## src/rtl/multi_dataflow_fsm_pkg.sv

```systemverilog
`default_nettype none
// ============================================================================
// Module      : multi_dataflow_package
// Description : Shared types for the multi_dataflow job sequencer.
// Revision    : 1.0 - initial release
// ============================================================================
package multi_dataflow_package;

    localparam int c_ITER_W = 16;
    localparam int c_ADDR_W = 32;
    localparam int c_CNT_W  = 32;

    typedef enum logic [2:0] {
        IDLE      = 3'd0,
        ARM       = 3'd1,
        COMPUTE   = 3'd2,
        UPDATE    = 3'd3,
        TERMINATE = 3'd4
    } fsm_state_e;

    typedef struct packed {
        logic [31:0] trans_size;
        logic [15:0] line_stride, line_length, feat_stride, feat_length, feat_roll;
        logic        loop_outer;
        logic        realign_type;
        logic [15:0] step;
    } stream_geom_t;

    typedef struct packed {
        logic [c_ADDR_W-1:0] base_addr;
        logic [31:0]         trans_size;
        logic [15:0]         line_stride, line_length, feat_stride, feat_length, feat_roll;
        logic                loop_outer;
        logic                realign_type;
        logic [15:0]         step;
    } addressgen_ctrl_t;

    typedef struct packed {
        stream_geom_t        in_geom;
        stream_geom_t        out_geom;
        logic [c_CNT_W-1:0]  cnt_limit_outStream0;
        logic [c_ITER_W-1:0] nb_iter;
        logic [c_ADDR_W-1:0] tile_stride;
    } ctrl_fsm_t;

    typedef struct packed {
        logic             req_start;
        addressgen_ctrl_t addressgen_ctrl;
    } stream_ctrl_t;

    typedef struct packed {
        stream_ctrl_t inStream0_source_ctrl;
        stream_ctrl_t outStream0_sink_ctrl;
    } ctrl_streamer_t;

    typedef struct packed {
        logic ready_start;
        logic done;
    } stream_flags_t;

    typedef struct packed {
        stream_flags_t inStream0_source_flags;
        stream_flags_t outStream0_sink_flags;
    } flags_streamer_t;

    typedef struct packed {
        logic               clear;
        logic               enable;
        logic               start;
        logic [c_CNT_W-1:0] cnt_limit_outStream0;
    } ctrl_engine_t;

    typedef struct packed {
        logic ready;
        logic done;
    } flags_engine_t;

    function automatic addressgen_ctrl_t make_addressgen(input logic [c_ADDR_W-1:0] base,
                                                         input stream_geom_t geom);
        make_addressgen = '{base_addr:    base,
                            trans_size:   geom.trans_size,
                            line_stride:  geom.line_stride,
                            line_length:  geom.line_length,
                            feat_stride:  geom.feat_stride,
                            feat_length:  geom.feat_length,
                            feat_roll:    geom.feat_roll,
                            loop_outer:   geom.loop_outer,
                            realign_type: geom.realign_type,
                            step:         geom.step};
    endfunction

endpackage
`default_nettype wire

```

## src/rtl/multi_dataflow_fsm_if.sv

```systemverilog
`default_nettype none
// ============================================================================
// Module      : multi_dataflow_fsm_if
// Description : Sequencer <-> streamer/engine control and status bundle.
// Revision    : 1.0 - initial release
// ============================================================================
interface multi_dataflow_fsm_if;
    import multi_dataflow_package::*;

    ctrl_streamer_t  ctrl_streamer;
    flags_streamer_t flags_streamer;
    ctrl_engine_t    ctrl_engine;
    flags_engine_t   flags_engine;

    modport master (
        output ctrl_streamer, ctrl_engine,
        input  flags_streamer, flags_engine
    );

    modport slave (
        input  ctrl_streamer, ctrl_engine,
        output flags_streamer, flags_engine
    );
endinterface
`default_nettype wire

```

## src/rtl/multi_dataflow_fsm_tile_ctr.sv

```systemverilog
`default_nettype none
// ============================================================================
// Module      : multi_dataflow_tile_ctr
// Description : Tile index counter and per-tile base address accumulators.
// Revision    : 1.0 - initial release
// ============================================================================
module multi_dataflow_tile_ctr #(
    parameter int ITER_W = 16,
    parameter int ADDR_W = 32
) (
    input  wire logic              clk_i,
    input  wire logic              rst_ni,
    input  wire logic              clear_i,
    input  wire logic              load_i,
    input  wire logic              advance_i,
    input  wire logic [ITER_W-1:0] nb_iter_i,
    input  wire logic [ADDR_W-1:0] in_base_i,
    input  wire logic [ADDR_W-1:0] out_base_i,
    input  wire logic [ADDR_W-1:0] stride_i,
    output logic      [ITER_W-1:0] iter_o,
    output logic      [ADDR_W-1:0] in_addr_o,
    output logic      [ADDR_W-1:0] out_addr_o,
    output logic                   last_o
);

    logic [ITER_W-1:0] r_iter;
    logic [ADDR_W-1:0] r_in_addr;
    logic [ADDR_W-1:0] r_out_addr;

    // Address sums wrap modulo 2^ADDR_W by construction.
    always_ff @(posedge clk_i) begin
        if (!rst_ni || clear_i) begin
            r_iter     <= '0;
            r_in_addr  <= '0;
            r_out_addr <= '0;
        end else if (load_i) begin
            r_iter     <= '0;
            r_in_addr  <= in_base_i;
            r_out_addr <= out_base_i;
        end else if (advance_i) begin
            r_iter     <= r_iter + ITER_W'(1);
            r_in_addr  <= r_in_addr + stride_i;
            r_out_addr <= r_out_addr + stride_i;
        end
    end

    assign iter_o     = r_iter;
    assign in_addr_o  = r_in_addr;
    assign out_addr_o = r_out_addr;
    assign last_o     = (r_iter == nb_iter_i - ITER_W'(1));

endmodule
`default_nettype wire

```

## src/rtl/multi_dataflow_fsm.sv

```systemverilog
`default_nettype none
// ============================================================================
// Module      : multi_dataflow_fsm
// Description : Job sequencer running NB_ITER tiles through streamer + engine.
// Revision    : 1.0 - initial release
// ============================================================================
module multi_dataflow_fsm
    import multi_dataflow_package::*;
#(
    parameter int ITER_W = c_ITER_W,
    parameter int ADDR_W = c_ADDR_W
) (
    input  wire logic              clk_i,
    input  wire logic              rst_ni,
    input  wire logic              clear_i,
    input  wire logic              start_i,
    input  wire logic [ITER_W-1:0] nb_iter_i,
    input  wire logic [ADDR_W-1:0] in_base_i,
    input  wire logic [ADDR_W-1:0] out_base_i,
    input  wire logic [ADDR_W-1:0] tile_stride_i,
    input  wire ctrl_fsm_t         ctrl_fsm_i,
    multi_dataflow_fsm_if.master   bus,
    output logic                   busy_o,
    output logic                   done_o,
    output logic      [ITER_W-1:0] iter_o
);

    fsm_state_e        r_state;
    fsm_state_e        w_state_nxt;
    ctrl_fsm_t         r_cfg;
    logic              r_sink_done;
    logic              r_eng_done;
    logic              w_sink_done;
    logic              w_eng_done;
    logic              w_all_ready;
    logic              w_load;
    logic              w_advance;
    logic              w_fire;
    logic              w_last;
    logic [ADDR_W-1:0] w_in_addr;
    logic [ADDR_W-1:0] w_out_addr;

    assign w_all_ready = bus.flags_streamer.inStream0_source_flags.ready_start &
                         bus.flags_streamer.outStream0_sink_flags.ready_start &
                         bus.flags_engine.ready;
    assign w_sink_done = r_sink_done | bus.flags_streamer.outStream0_sink_flags.done;
    assign w_eng_done  = r_eng_done  | bus.flags_engine.done;

    always_ff @(posedge clk_i) begin
        if (!rst_ni || clear_i) begin
            r_state <= IDLE;
        end else begin
            r_state <= w_state_nxt;
        end
    end

    always_comb begin
        w_state_nxt = r_state;
        w_load      = 1'b0;
        w_advance   = 1'b0;
        w_fire      = 1'b0;
        case (r_state)
            IDLE: begin
                if (start_i) begin
                    w_load      = 1'b1;
                    w_state_nxt = (nb_iter_i != '0) ? ARM : TERMINATE;
                end
            end
            ARM: begin
                if (w_all_ready) begin
                    w_fire      = 1'b1;
                    w_state_nxt = COMPUTE;
                end
            end
            COMPUTE: begin
                if (w_sink_done && w_eng_done) w_state_nxt = UPDATE;
            end
            UPDATE: begin
                if (w_last) begin
                    w_state_nxt = TERMINATE;
                end else begin
                    w_advance   = 1'b1;
                    w_state_nxt = ARM;
                end
            end
            TERMINATE: w_state_nxt = IDLE;
            default:   w_state_nxt = IDLE;
        endcase
    end

    // Job configuration is frozen at start so register writes mid-job are inert.
    always_ff @(posedge clk_i) begin
        if (!rst_ni || clear_i) begin
            r_cfg <= '0;
        end else if (w_load) begin
            r_cfg             <= ctrl_fsm_i;
            r_cfg.nb_iter     <= nb_iter_i;
            r_cfg.tile_stride <= tile_stride_i;
        end
    end

    always_ff @(posedge clk_i) begin
        if (!rst_ni || clear_i) begin
            r_sink_done <= 1'b0;
            r_eng_done  <= 1'b0;
        end else if (r_state == COMPUTE) begin
            if (w_sink_done && w_eng_done) begin
                r_sink_done <= 1'b0;
                r_eng_done  <= 1'b0;
            end else begin
                r_sink_done <= w_sink_done;
                r_eng_done  <= w_eng_done;
            end
        end
    end

    multi_dataflow_tile_ctr #(
        .ITER_W (ITER_W),
        .ADDR_W (ADDR_W)
    ) u_tile_ctr (
        .clk_i      (clk_i),
        .rst_ni     (rst_ni),
        .clear_i    (clear_i),
        .load_i     (w_load),
        .advance_i  (w_advance),
        .nb_iter_i  (r_cfg.nb_iter),
        .in_base_i  (in_base_i),
        .out_base_i (out_base_i),
        .stride_i   (r_cfg.tile_stride),
        .iter_o     (iter_o),
        .in_addr_o  (w_in_addr),
        .out_addr_o (w_out_addr),
        .last_o     (w_last)
    );

    assign bus.ctrl_streamer = '{
        inStream0_source_ctrl: '{req_start:       w_fire,
                                 addressgen_ctrl: make_addressgen(w_in_addr, r_cfg.in_geom)},
        outStream0_sink_ctrl:  '{req_start:       w_fire,
                                 addressgen_ctrl: make_addressgen(w_out_addr, r_cfg.out_geom)}
    };

    assign bus.ctrl_engine = '{
        clear:                clear_i | ~rst_ni,
        enable:               (r_state != IDLE),
        start:                w_fire,
        cnt_limit_outStream0: r_cfg.cnt_limit_outStream0
    };

    assign busy_o = (r_state != IDLE);
    assign done_o = (r_state == TERMINATE);

endmodule
`default_nettype wire
```

## src/flat_wrapper.sv

```systemverilog
// flat-port wrapper written by rule: the top's interface ports become plain ports
module multi_dataflow_fsm_flat import multi_dataflow_package::*;
#(
    parameter int ITER_W = c_ITER_W,
    parameter int ADDR_W = c_ADDR_W
)
  (clk_i, rst_ni, clear_i, start_i, nb_iter_i, in_base_i, out_base_i, tile_stride_i, ctrl_fsm_i, busy_o, done_o, iter_o, bus_ctrl_streamer, bus_ctrl_engine, bus_flags_streamer, bus_flags_engine);
  multi_dataflow_fsm_if bus_i ();
  input  wire logic clk_i;
  input  wire logic rst_ni;
  input  wire logic clear_i;
  input  wire logic start_i;
  input  wire logic [ITER_W-1:0] nb_iter_i;
  input  wire logic [ADDR_W-1:0] in_base_i;
  input  wire logic [ADDR_W-1:0] out_base_i;
  input  wire logic [ADDR_W-1:0] tile_stride_i;
  input  wire ctrl_fsm_t ctrl_fsm_i;
  output logic busy_o;
  output logic done_o;
  output logic      [ITER_W-1:0] iter_o;
  output wire logic [$bits(bus_i.ctrl_streamer)-1:0] bus_ctrl_streamer;
  output wire logic [$bits(bus_i.ctrl_engine)-1:0] bus_ctrl_engine;
  input wire logic [$bits(bus_i.flags_streamer)-1:0] bus_flags_streamer;
  input wire logic [$bits(bus_i.flags_engine)-1:0] bus_flags_engine;
  assign bus_ctrl_streamer = bus_i.ctrl_streamer;
  assign bus_ctrl_engine = bus_i.ctrl_engine;
  assign bus_i.flags_streamer = bus_flags_streamer;
  assign bus_i.flags_engine = bus_flags_engine;
  multi_dataflow_fsm #(.ITER_W(ITER_W), .ADDR_W(ADDR_W)) u_core (.clk_i(clk_i), .rst_ni(rst_ni), .clear_i(clear_i), .start_i(start_i), .nb_iter_i(nb_iter_i), .in_base_i(in_base_i), .out_base_i(out_base_i), .tile_stride_i(tile_stride_i), .ctrl_fsm_i(ctrl_fsm_i), .bus(bus_i), .busy_o(busy_o), .done_o(done_o), .iter_o(iter_o));
endmodule
```

## config.mk

```make
export PLATFORM = sky130hd
export DESIGN_NAME = multi_dataflow_fsm_flat
export DESIGN_NICKNAME = d
export VERILOG_FILES = /design/src/rtl/multi_dataflow_fsm_pkg.sv /design/src/rtl/multi_dataflow_fsm_if.sv /design/src/rtl/multi_dataflow_fsm_tile_ctr.sv /design/src/rtl/multi_dataflow_fsm.sv /design/src/flat_wrapper.sv
export SDC_FILE = /design/constraint.sdc
export NUM_CORES = 1
export LEC_CHECK = 0
export ABC_AREA = 0
export BUFFER_PORTS_ARGS = -buffer_cell sky130_fd_sc_hd__buf_4
export CORE_AREA = 2 2 330 332
export CTS_BUF_LIST = sky130_fd_sc_hd__clkbuf_16
export DETAILED_ROUTE_END_ITERATION = 16
export DIE_AREA = 0 0 332 334
export GPL_ROUTABILITY_DRIVEN = 1
export GPL_TIMING_DRIVEN = 0
export PLACE_DENSITY = 0.51
export RECOVER_POWER = 25
export SLEW_MARGIN = 20
export SYNTH_ARGS = -nofsm -noshare
export SYNTH_HDL_FRONTEND = slang
export SYNTH_SLANG_ARGS = --single-unit
export TNS_END_PERCENT = 10
```

## constraint.sdc

```tcl
create_clock -name clk_i -period 3.17 [get_ports clk_i]
set_clock_uncertainty 0.15 [all_clocks]
set_input_delay 0.1585 -clock clk_i [delete_from_list [all_inputs] [get_ports clk_i]]
set_output_delay 0.1585 -clock clk_i [all_outputs]
set_load 0.03 [all_outputs]
```

; ---- Word level (Yosys, flattened, before mapping)
; Index checks and enable logic that the tools add are counted.
[word_totals]
reg_bits = 425
inputBits = 462
out_inout_bits = 379
elab_cells = 72
[op_classes]
addsub = 4
n_eq_ne = 8
muxes = 18
bitwise_logic = 6
reduce_logical = 9
[op_table]
columns = operator, n
row1 = two-way mux 32 bit, 4
row2 = adder 32 bit, 2
row3 = adder 16 x 1 -> 16 bit (second input constant), 1
row4 = == test 16 bit, 1
row5 = nonzero test 16 bit, 1
row6 = subtractor 16 x 1 -> 16 bit (second input constant), 1
row7 = two-way mux 3 bit, 5
row8 = case mux 3 bit (4 select lines), 1
row9 = two-way mux 1 bit, 8
row10 = == test 3 x 2 -> 1 bit (second input constant), 2
row11 = != test 2 x 1 -> 1 bit (second input constant), 2
row12 = == test 3 x 1 -> 1 bit (second input constant), 1
row13 = == test 3 bit (second input constant), 1
row14 = zero test 3 bit, 1
row15 = bitwise OR 1 bit, 3
row16 = AND reduction 3 bit, 1
row17 = nonzero test 3 bit, 1
row18 = bitwise AND 1 bit, 2
row19 = != test 2 bit (second input constant), 1
row20 = nonzero test 2 bit, 1
row21 = OR reduction 2 bit, 1
row22 = logical AND 1 bit, 1
row23 = zero test 1 bit, 1
row24 = logical OR 1 bit, 1
row25 = inverter 1 bit, 1

; ---- Logic depth before layout (Yosys ltp)
[depth]
word_depth = 6
ltp_mapped = 15
ltp_nobuf = 13

; ---- Modules after synthesis
; Synthesis repeated with hierarchy kept, for this count alone.
[hier_totals]
cells_unflattened = 2749
hier_area_um2 = 21369.2
[by_module_without_submodules]
columns = module, n_inst, cells_each, area_each_um2
row1 = multi_dataflow_fsm, 1, 1814, 14325.0
row2 = multi_dataflow_tile_ctr, 1, 935, 7044.3

; ---- Least setup slack after synthesis
; OpenSTA, ideal clock, no wires.
[synth_timing]
path_kind = register to register
startpoint = register u_core.u_tile_ctr.r_out_addr[0] (netlist: u_core.u_tile_ctr.out_addr_o[0])
endpoint = register u_core.u_tile_ctr.r_out_addr[30] (netlist: u_core.u_tile_ctr.out_addr_o[30])
setup_time_ns = 0.130
t_arrival_ns = 3.217
required_time_ns = 2.890
path_slack_ns = -0.326
path_stages_with_launch = 14
path_buffers = 0
cell_sequence = dfxtp_1 > ha_1 > inv_1 > fa_1 > nor2b_1 > o21ai_1 > a21boi_0 > o31ai_1 > a2111oi_1 > o41ai_1 > o31a_1 > o21ai_0 > xnor2_1 > o22ai_1
[synth_via]
elab_chain_cells = 3
[synth_rtl]
columns = item, line_no
row1 = "start, declared", multi_dataflow_fsm_tile_ctr.sv:28  ; logic [ADDR_W-1:0] r_out_addr;
row2 = "start signal, assigned", multi_dataflow_fsm_tile_ctr.sv:39  ; r_out_addr <= out_base_i;
row3 = "start signal, assigned", multi_dataflow_fsm_tile_ctr.sv:43  ; r_out_addr <= r_out_addr + stride_i;
row4 = adder 32 bit, multi_dataflow_fsm_tile_ctr.sv:43
row5 = two-way mux 32 bit, multi_dataflow_fsm_tile_ctr.sv:40  ; end else if (advance_i) begin
row6 = two-way mux 32 bit, multi_dataflow_fsm_tile_ctr.sv:36  ; end else if (load_i) begin
; No other way between the ends. The select of a mux whose other input is x is not followed.
; A chain may end at the register's enable or synchronous reset.

; ---- Final worst setup path
[layout_timing]
startpoint = register u_core.r_cfg[33] (netlist bit)
endpoint = register u_core.u_tile_ctr.r_iter[14] (netlist: u_core.u_tile_ctr.iter_o[14])
[layout_via]
elab_chain_cells = 4
[layout_rtl]
columns = item, line_no
row1 = "start, declared", multi_dataflow_fsm.sv:30  ; ctrl_fsm_t r_cfg;
row2 = "start signal, assigned", multi_dataflow_fsm.sv:96  ; r_cfg <= ctrl_fsm_i;
row3 = subtractor 16 x 1 -> 16 bit, multi_dataflow_fsm_tile_ctr.sv:50  ; assign last_o = (r_iter == nb_iter_i - ITER_W'(1));
row4 = == test 16 bit, multi_dataflow_fsm_tile_ctr.sv:50
row5 = two-way mux 1 bit, multi_dataflow_fsm.sv:79  ; if (w_last) begin
row6 = two-way mux 1 bit, multi_dataflow_fsm.sv:62  ; case (r_state)
row7 = "end signal, assigned", multi_dataflow_fsm_tile_ctr.sv:41  ; r_iter <= r_iter + ITER_W'(1);
row8 = "end, declared", multi_dataflow_fsm_tile_ctr.sv:26  ; logic [ITER_W-1:0] r_iter;
; No other way between the ends.

==> impl_metrics.tcl <==
set metrics [dict create \
    regArea_sq_mm 0.00855 \
    ys_seq_area_share_pct 40.2 \
    synth_cell_type_count 68 \
    pre_cts_ws_ps -1370 \
    peakVddDrop_mv 0.395 \
    synth_area_leaders "dfxtp_1, nand2_1, buf_4, a21oi_1, ha_1" \
    top_level_ports 841 \
    final_max_slew_viol_count 0 \
    synth_area_sq_mm 0.0212 \
    cts_buffers 53 \
    die_y_microns 334 \
    yosys_warnings 0 \
    std_cell_rows 121 \
    worst_skew_pair.late_latency_ps 620 \
    synth_nets 3276 \
    synthMuxAreaShare_pct 0.804 \
    synth-adder-area-share_pct 3.97 \
    crit_arrival_ps 3730 \
    ant_nets 0 \
    wl_mm 105 \
    synth.top_cell.area_share_pct 40.2 \
    synth-simple-area-share_pct 19.4 \
    synth-async-reset-ratio_pct 0 \
    leakage_nw 15.8 \
    viasPerCell 4.28 \
    multi_input_area_sq_mm 0.0105 \
    area_delta_synth_final_pct 70.1 \
    setup.worst_path.end_class "flip-flop" \
    h-tree-depth 2 \
    drive_gt1_share_pct 30.8 \
    fin_crit_sh_pct 106 \
    setup_slack_ps -186 \
    grt_pass1_wl_mm 151 \
    first_iter_violations 1349 \
    dpl.hpwl_mm 79.9 \
    grt_max_degree 15 \
    hold_viol 0 \
    synth_top_family_by_area "simple AND/OR/NAND/NOR gates" \
    grt_overflow 0 \
    cts_root_buf "clkbuf_16" \
    tightest_slew_ps 1080 \
    vias 23700 \
    synthXorXnorAreaFrac_pct 3.23 \
    fillerInstances 11600 \
    antenna_found_initial 10 \
    rsz0062_at_grt "true" \
    maxCapViolations 0 \
    fin_crit_ps 3360 \
    final_cells 5529 \
    fp.coreArea_sq_mm 0.108 \
    path_max_fanout 5 \
    grt_pass1_vias 23700 \
    grt.total_usage_pct 18.1 \
    violations "setup timing" \
    fmax_mhz 298 \
    clockBufferDepth 3 \
    wl_per_cell_microns 19.1 \
    p_per_area_mw_per_mm2 407 \
    layout.nets 4597 \
    power_mw 14.6 \
    cts_tree "yes" \
    synth_edf_count 0 \
    clk_pin_slew_worst_paths_ps 60 \
    slew_headroom_pct 28.3 \
    setup_viol_count_final 66 \
    cts.sinks 425 \
    place_congestion 0.898 \
    ys_ff_latch 425 \
    initial_core_util_pct 19.6 \
    avgSynthCellArea_sq_um 7.70 \
    synth.largest_area_cell "dfxtp_1" \
    drcViolationCount 0 \
    crit_type "reg2reg" \
    status "finished with violations" \
    die_w_microns 332 \
    start_kind "flip-flop" \
    cp.required_ps 3550 \
    synth_cells 2748 \
    portBuffers 791 \
    yosys_most_used_dff "dfxtp_1" \
    hp-class "in2reg" \
    dr.pass1.iters 5 \
    synth_compound_area_share_pct 18.2 \
    placedCellCount 4953 \
    die_area_sq_mm 0.111 \
]
==> synthesized netlist by cell type (all sizes together) (3+ instances only) <==
master   instances
nand2          742
a21oi          429
dfxtp          425
buf            312
clkbuf         147
nor2           114
ha              64
o21ai           62
xnor2           51
nor3            47
a21o            34
inv             33
a211oi          28
xor2            27
mux2i           17
nand3           17
o21a            17
o211ai          14
nand4           12
o211a           12
a31oi           11
o21bai          11
or3             10
and3             9
nor2b            9
nor4             9
nand2b           8
o31ai            7
and2             6
a211o            5
a221oi           5
or4              5
nor3b            4
o2111ai          4
o22ai            4
o221ai           3
==> state kept, by name, summed over array words and instances (netlist names) <==
register / count
u_core.r_cfg: 48
u_core.bus.ctrl_engine: 32
u_core.bus.ctrl_streamer: 260
u_core.u_tile_ctr.in_addr_o: 32
u_core.u_tile_ctr.out_addr_o: 32
u_core.r_sink_done: 1
u_core.u_tile_ctr.iter_o: 16
u_core.r_state: 3
u_core.r_eng_done: 1
==> area by class of cell <==
class                   count  share of cell area, %
inverters                  33                  0.351
repair buffers           1273                   28.6
clock buffers              53                   3.69
flip-flops and latches    425                   23.8
diodes                      4                 0.0278
clock inverters            44                   1.02
plain buffers             452                   8.42
multi-input cells        1831                   29.2
well taps                1414                   4.92
==> routing by layer <==
layer,wire length [microns],GRT usage [%],up-vias
met4,3900,6.68,10
met2,49900,30.5,775
met1,44700,22.7,11100
met5,65,0,-
li1,-,-,11600
met3,6910,3.94,166
==> repair_timing <==
item	in CTS	in global routing
resized for setup	228	79
hold buffers	410	0
gates cloned	9	0
pin swaps	74	54
endpoints found under the setup margin	422	113
buffers inserted	47	17
hold endpoints to repair	409	0
==> report_power, final <==
group          switching, mW  internal [mW]
Sequential             0.152           5.52
Clock                   2.59           3.45
Combinational           1.59           1.33
Total                   4.34           10.3
==> path summary, 6_finish.rpt <==
path	start	end	slack [ps]	depth (start not counted)
worst max-delay path	u_core.r_cfg[33]$_SDFFE_PP0P_	u_core.u_tile_ctr.iter_o[14]$_SDFFE_PP0P_	-190	12
worst min register to register	u_core.bus.ctrl_streamer[267]$_SDFFE_PP0P_	u_core.bus.ctrl_streamer[267]$_SDFFE_PP0P_	300	2
worst max register to register	u_core.r_cfg[33]$_SDFFE_PP0P_	u_core.u_tile_ctr.iter_o[14]$_SDFFE_PP0P_	-190	12
worst min-delay path	clear_i	u_core.u_tile_ctr.out_addr_o[13]$_SDFFE_PP0P_	80	5
==> logic make-up after synthesis <==
| kind of cell | after synthesis |
|---|---|
| AND/OR/NAND/NOR | 1003 |
| XOR/XNOR | 78 |
| multiplexers | 17 |
| adder cells (fa/ha/maj) | 66 |
| AO/OA/AOI/OAI | 667 |
| buffers and inverters | 492 |
| flip-flops | 425 |
==> per-stage QoR <==
stage          hold slack (ps)  area, sq um  TNS [ps]  util [%]
2_1_floorplan              137        21200     -20.2         -
3_3_place_gp               246        28900   -222690      26.8
3_5_place_dp               256        28900   -180980      26.8
4_1_cts                   41.5        36200     -5260      33.6
5_1_grt                   71.8        36000    -17410      33.4
6_report                  77.0        36000     -4740      33.4
==> placed cells by master, fill, tap and decap left out, types with 9 or more instances in the layout <==
master         count
clkbuf_16         53
nand3_1           17
xor2_1            27
clkbuf_2          20
o21ai_0           31
a21oi_1          408
o21ai_2            9
nand2_1          733
ha_1              55
a31oi_1           11
buf_4            958
buf_12            19
buf_16             9
a211oi_1          11
o211a_1           12
clkinv_1          10
nand4_1           12
o21ai_1           21
a21o_1            34
clkbuf_1         291
dfxtp_1          405
dfxtp_2           12
buf_6             13
a211oi_2          12
mux2i_1           15
o211ai_1          14
inv_1             40
xnor2_1           46
o21a_1            17
nor3_2             9
dlygate4sd3_1    410
nor2_1           100
a21oi_2           18
o21bai_1          11
nor3_1            33
==> worst max-delay path, stage by stage (launching register included) <==
cell	delay, ps
dfxtp_4	360
inv_4	60
ha_4	140
or4b_4	510
nor4_4	300
mux2i_1	220
nand3_1	100
nand4_1	180
nand2_4	90
buf_6	130
or4_4	530
or3_4	390
a21oi_2	110
Power figures use the tool's default switching activity.
